### src/rtl/jtgng_dwnld.sv
// jtgng_dwnld: paces a host byte stream into the game ROM load port and holds the game in reset until the image is loaded
// Optional feature: define JTGNG_DWNLD_CKSUM_EN for a 16-bit running byte sum on cksum (tied to zero otherwise).
// Ports: clk, rst (async, active high); dl_start/dl_end/dl_valid/dl_data/dl_ready host side;
// romload_wr/romload_addr/romload_data game ROM side; game_rst, downloading, done, overflow, short, cksum status.
module jtgng_dwnld #(
  parameter logic [18:0] ROM_SIZE = 19'h50000,
  parameter int WR_GAP = 4,
  parameter int RST_HOLD = 16
) (
  input  logic        clk,
  input  logic        rst,
  input  logic        dl_start,
  input  logic        dl_end,
  input  logic        dl_valid,
  input  logic [7:0]  dl_data,
  output logic        dl_ready,
  output logic        romload_wr,
  output logic [18:0] romload_addr,
  output logic [7:0]  romload_data,
  output logic        game_rst,
  output logic        downloading,
  output logic        done,
  output logic        overflow,
  output logic        short,
  output logic [15:0] cksum
);
  typedef enum logic [2:0] {IDLE, ACCEPT, WRITE, GAP, HOLD, DONE} state_t;
  localparam logic [3:0] GAP_LAST = 4'(WR_GAP - 1);
  localparam logic [7:0] HOLD_LAST = 8'(RST_HOLD);
  state_t st, nx;
  logic [18:0] cnt;
  logic [3:0] gc;
  logic [7:0] hc;
  logic end_pend, in_acc, room, fin;
  assign in_acc = st == ACCEPT;
  assign room = cnt < ROM_SIZE;
  // end is only honoured once no byte is pending, so a byte sent with dl_end is written first
  assign fin = in_acc && !dl_valid && (dl_end || end_pend);
  always_comb begin
    nx = st;
    case (st)
      IDLE:    nx = IDLE;
      ACCEPT:  nx = dl_valid ? (room ? WRITE : ACCEPT) : (fin ? HOLD : ACCEPT);
      WRITE:   nx = WR_GAP > 0 ? GAP : ACCEPT;
      GAP:     nx = gc == GAP_LAST ? ACCEPT : GAP;
      HOLD:    nx = hc == HOLD_LAST ? DONE : HOLD;
      DONE:    nx = DONE;
      default: nx = IDLE;
    endcase
    if (dl_start) nx = ACCEPT;
  end
  // outputs are registered from the next state so they line up with the state they describe
  always_ff @(posedge clk or posedge rst) begin
    if (rst) begin
      st <= IDLE;
      dl_ready <= 1'b0;
      romload_wr <= 1'b0;
      romload_addr <= '0;
      romload_data <= '0;
      game_rst <= 1'b1;
      downloading <= 1'b0;
      done <= 1'b0;
      overflow <= 1'b0;
      short <= 1'b0;
      cnt <= '0;
      gc <= '0;
      hc <= '0;
      end_pend <= 1'b0;
    end else begin
      st <= nx;
      dl_ready <= nx == ACCEPT;
      romload_wr <= nx == WRITE;
      game_rst <= nx != DONE;
      done <= nx == DONE;
      downloading <= nx != IDLE && nx != DONE;
      gc <= st == GAP ? gc + 4'd1 : 4'd0;
      hc <= st == HOLD ? hc + 8'd1 : 8'd0;
      if (dl_start) begin
        cnt <= '0;
        end_pend <= 1'b0;
        overflow <= 1'b0;
        short <= 1'b0;
      end else begin
        if (in_acc && dl_valid && room) begin
          romload_addr <= cnt;
          romload_data <= dl_data;
        end
        if (in_acc && dl_valid && !room) overflow <= 1'b1;
        if (st == WRITE) cnt <= cnt + 19'd1;
        if (fin) begin
          end_pend <= 1'b0;
          short <= room;
        end else if (dl_end && (in_acc || st == WRITE || st == GAP)) end_pend <= 1'b1;
      end
    end
  end
`ifdef JTGNG_DWNLD_CKSUM_EN
  always_ff @(posedge clk or posedge rst) begin
    if (rst) cksum <= '0;
    else if (dl_start) cksum <= '0;
    else if (romload_wr) cksum <= cksum + {8'd0, romload_data};
  end
`else
  assign cksum = 16'd0;
`endif
endmodule
### config.mk
export PLATFORM = sky130hd
export DESIGN_NAME = jtgng_dwnld
export DESIGN_NICKNAME = d
export VERILOG_FILES = /design/src/rtl/jtgng_dwnld.sv
export SDC_FILE = /design/constraint.sdc
export NUM_CORES = 1
export LEC_CHECK = 0
export BUFFER_PORTS_ARGS = -buffer_cell sky130_fd_sc_hd__buf_2
export CORE_UTILIZATION = 40
export CTS_BUF_LIST = sky130_fd_sc_hd__clkbuf_4 sky130_fd_sc_hd__clkbuf_8 sky130_fd_sc_hd__clkbuf_16
export DETAILED_ROUTE_END_ITERATION = 10
export PLACE_DENSITY_LB_ADDON = 0.2
export SLEW_MARGIN = 25
export SYNTH_ARGS = -nofsm -noshare
export SYNTH_HDL_FRONTEND = slang
export SYNTH_SLANG_ARGS = --single-unit
### constraint.sdc
create_clock -name clk -period 4.03 [get_ports clk]
set_input_delay 0.806 -clock clk [delete_from_list [all_inputs] [get_ports clk]]
set_output_delay 0.806 -clock clk [all_outputs]
set_load 0.1 [all_outputs]
# == Yosys cells after proc, flatten, opt, wreduce, memory -nomap -nowiden ==
# Cells that the tools add are included.
# totals
register_bits,69
in_bits,13
out_inout_bits,50
elab_cells,66
# classes
addsub,3
n_lt_le_gt_ge,1
n_eq_ne,11
mux,18
bitwise,1
n_reduce_logical,18
# op_table
op,count
$mux 19,2
$add 19x1->19 const B,1
$lt 19x19->1 const B,1
$pmux 3 s5,1
$eq 3x2->1 const B,3
$eq 3x3->1 const B,3
$mux 3,3
$add 8x1->8 const B,1
$eq 8x5->1 const B,1
$mux 1,8
$mux 8,1
$logic_and 1x1->1,7
$eq 3x1->1 const B,2
$reduce_bool 2->1,3
$reduce_bool 3->1,2
$add 4x1->4 const B,1
$eq 4x2->1 const B,1
$mux 2,2
$mux 4,1
$logic_or 1x1->1,3
$ne 3x3->1 const B,1
$logic_not 1->1,2
$reduce_and 2->1,1
$not 1->1,1

# == Logic depth before layout (Yosys ltp) ==
# logic_depth
ltp_word,9
depth_mapped,6
depth_no_buf,6

# == Least setup slack after synthesis ==
# No wires, ideal clock.
# synth_timing
path_type,register -> register
start,reg st[2]
end,reg cnt[17]
setup_time_ns,0.125
t_arrival_ns,1.969
t_required_ns,3.905
slack_ns,1.936
path_stages_with_launch,5
path_buffers,0
period_less_slack_ns,2.094
path_cell_list,dfrtp_1 > nand4bb_4 > nor4_1 > and4_1 > mux2_2
# synth_via
elab_chain_len,2
# synth_lines
item,line_no,source
start: declaration,30,"state_t st, nx;"
start signal: assignment,70,st <= nx;
$eq 3x2->1,89,if (st == WRITE) cnt <= cnt + 19'd1;
$reduce_bool 2->1 (no source line),n/a,
end signal: assignment,89,
end: declaration,31,logic [18:0] cnt;
# Every way passes these cells.
# A chain may end at the register's enable or synchronous reset.

# == Worst setup path in the final report ==
# layout_timing
start,reg st[0]
end,reg romload_addr[12]
# layout_via
elab_chain_len,4
# layout_lines
item,line_no,source
$eq 3x1->1,35,assign in_acc = st == ACCEPT;
$logic_and 1x1->1 (2 in a row),84,if (in_acc && dl_valid && room) begin
$reduce_and 2->1 (no source line),n/a,
end signal: assignment,85,romload_addr <= cnt;
end: declaration,18,"output logic [18:0] romload_addr,"
# Every way passes these cells.

==> impl_metrics.ini <==
[cts]
htree_levels = 3
post_cts_buffers = 0
ctsResizeCount = 0
cts-root-buf = clkbuf_8
cts_made_buffers = 9
clock_sinks = 69
cts_tree = yes
cts.hold.buffers_added = 0
clk_transition_reported_paths_ns = 0.07
clk_latency_ns = 0.34
cts_max_path_buffers = 2

[synth]
ys.flop_type = dfrtp_1
synth_seq_cells = 69
synthMostInstantiatedCell = dfrtp_1
synth_area_leader_cell = dfrtp_1
synth_edf_count = 0
ys_seq_area_share_pct = 54.9
synthDistinctLibCells = 45
ys_async_sr_fraction_pct = 100
yosys_warnings = 0
synth_area_leaders = dfrtp_1 (54%), mux2_2 (10%), buf_4 (3.8%), nor2_1 (3.6%), xor2_1 (2.8%)
syn-cell-area_um2 = 3150
syn_inst = 275
avgSynthCellArea_um2 = 11.4
netlist.area_leader.share_pct = 54.1
yosys-top-cells-count = dfrtp_1 (68), nor2_1 (30), mux2_2 (29), buf_4 (16)

[floorplan]
start_util_pct = 42.5
rows = 31
die_width_um = 90.7
die_y_um = 90.7
dieArea_um2 = 8220
core_um2 = 7410
boundaryPins = 63

[power]
p_int_w = 0.00117
p_leak_nw = 1.77
report.power.total_w = 0.00191
switching_share_pct = 38.6
power_frac_comb_pct = 28.6
ir_drop_uv = 443
power.density_nw_per_um2 = 526
p_clk_share_pct = 31.0
p_sw_w = 0.000739
pwr-share-seq_pct = 40.4

[cells_and_area]
utilization_pct = 49.1
area_delta_synth_final_pct = 15.7
nFillCells = 679
antenna_cells = 0
drive_gt1_share_pct = 30.8
fin_area_um2 = 3640
nets = 343

[sta]
worst_slew_pin_slew_ns = 0.597
hold_slack_ns = 0.463
hold_violations = 0
fin_tns_setup_ns = 0
period_minus_slack_ns = 2.38
rsz0062_at_grt = no
min_period_over_period_pct = 59.0
clock-skew-final_ns = 0.00858
finalMaxSlewViolations = 0
max_freq_ghz = 0.421
relSlewSlack_pct = 60.2
setup_viol = 0

[worst_setup_path]
critPathKind = reg2reg
worstSetupEndpointType = register
crit_arrival_ns = 2.61
crit_required_ns = 4.26
cp-start-kind = register
crit_fanout = 20

[routing]
dr.pass1.iters = 4
drcViolationCount = 0
vias = 2095
wl_per_cell_um = 12.9
ant_nets = 0
drt_iter0_drc = 60
vias_per_cell = 4.87
routed_wl_um = 5550

[global_route]
gr-usage-all-layers_pct = 14.7
antenna_found_initial = 0
overflow = 0
grt_max_degree = 49
grt_pass1_wl_um = 9360
first_global_vias = 2016

[hold_path]
hp-class = in2async

[placed_design]
place_area_um2 = 3420
numPortBuffers = 46
place_congestion = 0.739
place_hpwl_um = 3900

[outcome]
outcome = finished, final reports clean

[job]
drv_cap = 0
-- metal layers --
layer | vias up | GRT usage [%] | wire, µm | share of wire (%)
li1 | 1026 | - | - | -
met1 | 1006 | 18.8 | 2750 | 50
met2 | 55 | 22.2 | 2430 | 44
met3 | 8 | 5.56 | 283 | 5.1
met4 | 0 | 6.05 | 85 | 1.5
met5 | - | 0 | 0 | 0
-- worst max-delay path, stage by stage, from the launching register on --
cell and delay, ns:
dfrtp_1 0.54, nor3b_1 0.42, nand3_1 0.17, nor2_2 0.38
buf_4 0.37, mux2_2 0.38
-- flip-flops by register name, summed over array words and instances (netlist names), 3 cells and up --
| signal | count |
|---|---|
| st | 3 |
| romload_addr | 19 |
| gc | 4 |
| romload_data | 8 |
| cnt | 19 |
| hc | 8 |
-- power by group through the flow --
stage / registers (W) / clock network (W) / logic (W)
after floorplan: 0.00109 / 0 / 0.000184
after global placement: 0.000785 / 0 / 0.000549
after detailed placement: 0.000787 / 0 / 0.000550
after CTS: 0.000774 / 0.000611 / 0.000551
after global routing: 0.000781 / 0.000635 / 0.000567
final: 0.000774 / 0.000593 / 0.000547
-- kinds of logic (layout without fill, tap and decap cells) --
logic type | Yosys count | after routing | share of synthesized area, %
multiplexers | 31 | 31 | 11.0
buffers and inverters | 34 | 75 | 6.09
flip-flops | 69 | 69 | 54.9
other | 1 | 16 | 0.119
XOR/XNOR | 17 | 17 | 4.73
AND/OR/NAND/NOR | 90 | 90 | 15.7
adder cells (fa/ha/maj) | 4 | 4 | 1.59
AO/OA/AOI/OAI | 29 | 29 | 5.81
-- final cells by class --
class,instances,area [µm²],share of cell area [%]
Clock inverter,3,42.5,1.17
Tap cell,99,124,3.40
Inverter,10,37.5,1.03
Sequential cell,69,1730,47.5
Timing Repair Buffer,49,253,6.94
Clock buffer,13,173,4.74
Multi-Input combinational cell,187,1280,35.2
-- layout by cell type (no fill, tap or decap), drive strengths merged, types with 5 or more instances in the layout --
| master | instances |
|---|---|
| a21oi | 11 |
| nand2 | 10 |
| clkbuf | 13 |
| inv | 10 |
| xor2 | 10 |
| and3 | 5 |
| nand3 | 11 |
| dfrtp | 68 |
| xnor2 | 7 |
| conb | 16 |
| mux2 | 29 |
| nor2 | 31 |
| buf | 49 |
| nor3 | 5 |
| o21ai | 7 |
-- path summary, 6_finish.rpt --
| path | start | end | slack, ns | cells past startpoint |
|---|---|---|---|---|
| max | st[0]$_DFF_PP0_ | romload_addr[12]$_DFFE_PP0P_ | 1.65 | 5 |
| min | rst | end_pend$_DFFE_PP0P_ | 0.46 | 2 |
| max reg2reg | st[0]$_DFF_PP0_ | romload_addr[12]$_DFFE_PP0P_ | 1.65 | 5 |
| min reg2reg | gc[0]$_DFF_PP0_ | gc[0]$_DFF_PP0_ | 0.47 | 1 |
| max in group asynchronous | rst | romload_data[7]$_DFFE_PP0P_ | 2.61 | 3 |
| min in group clk | gc[0]$_DFF_PP0_ | gc[0]$_DFF_PP0_ | 0.47 | 1 |
-- per-stage QoR --
stage | setup slack, ns | std cells
6_report | 1.65 | 430
5_1_grt | 1.49 | 430
4_1_cts | 1.65 | 430
3_5_place_dp | 1.61 | 414
3_3_place_gp | 1.66 | 414
2_1_floorplan | 1.49 | 290
Power figures use the tool's default switching activity.
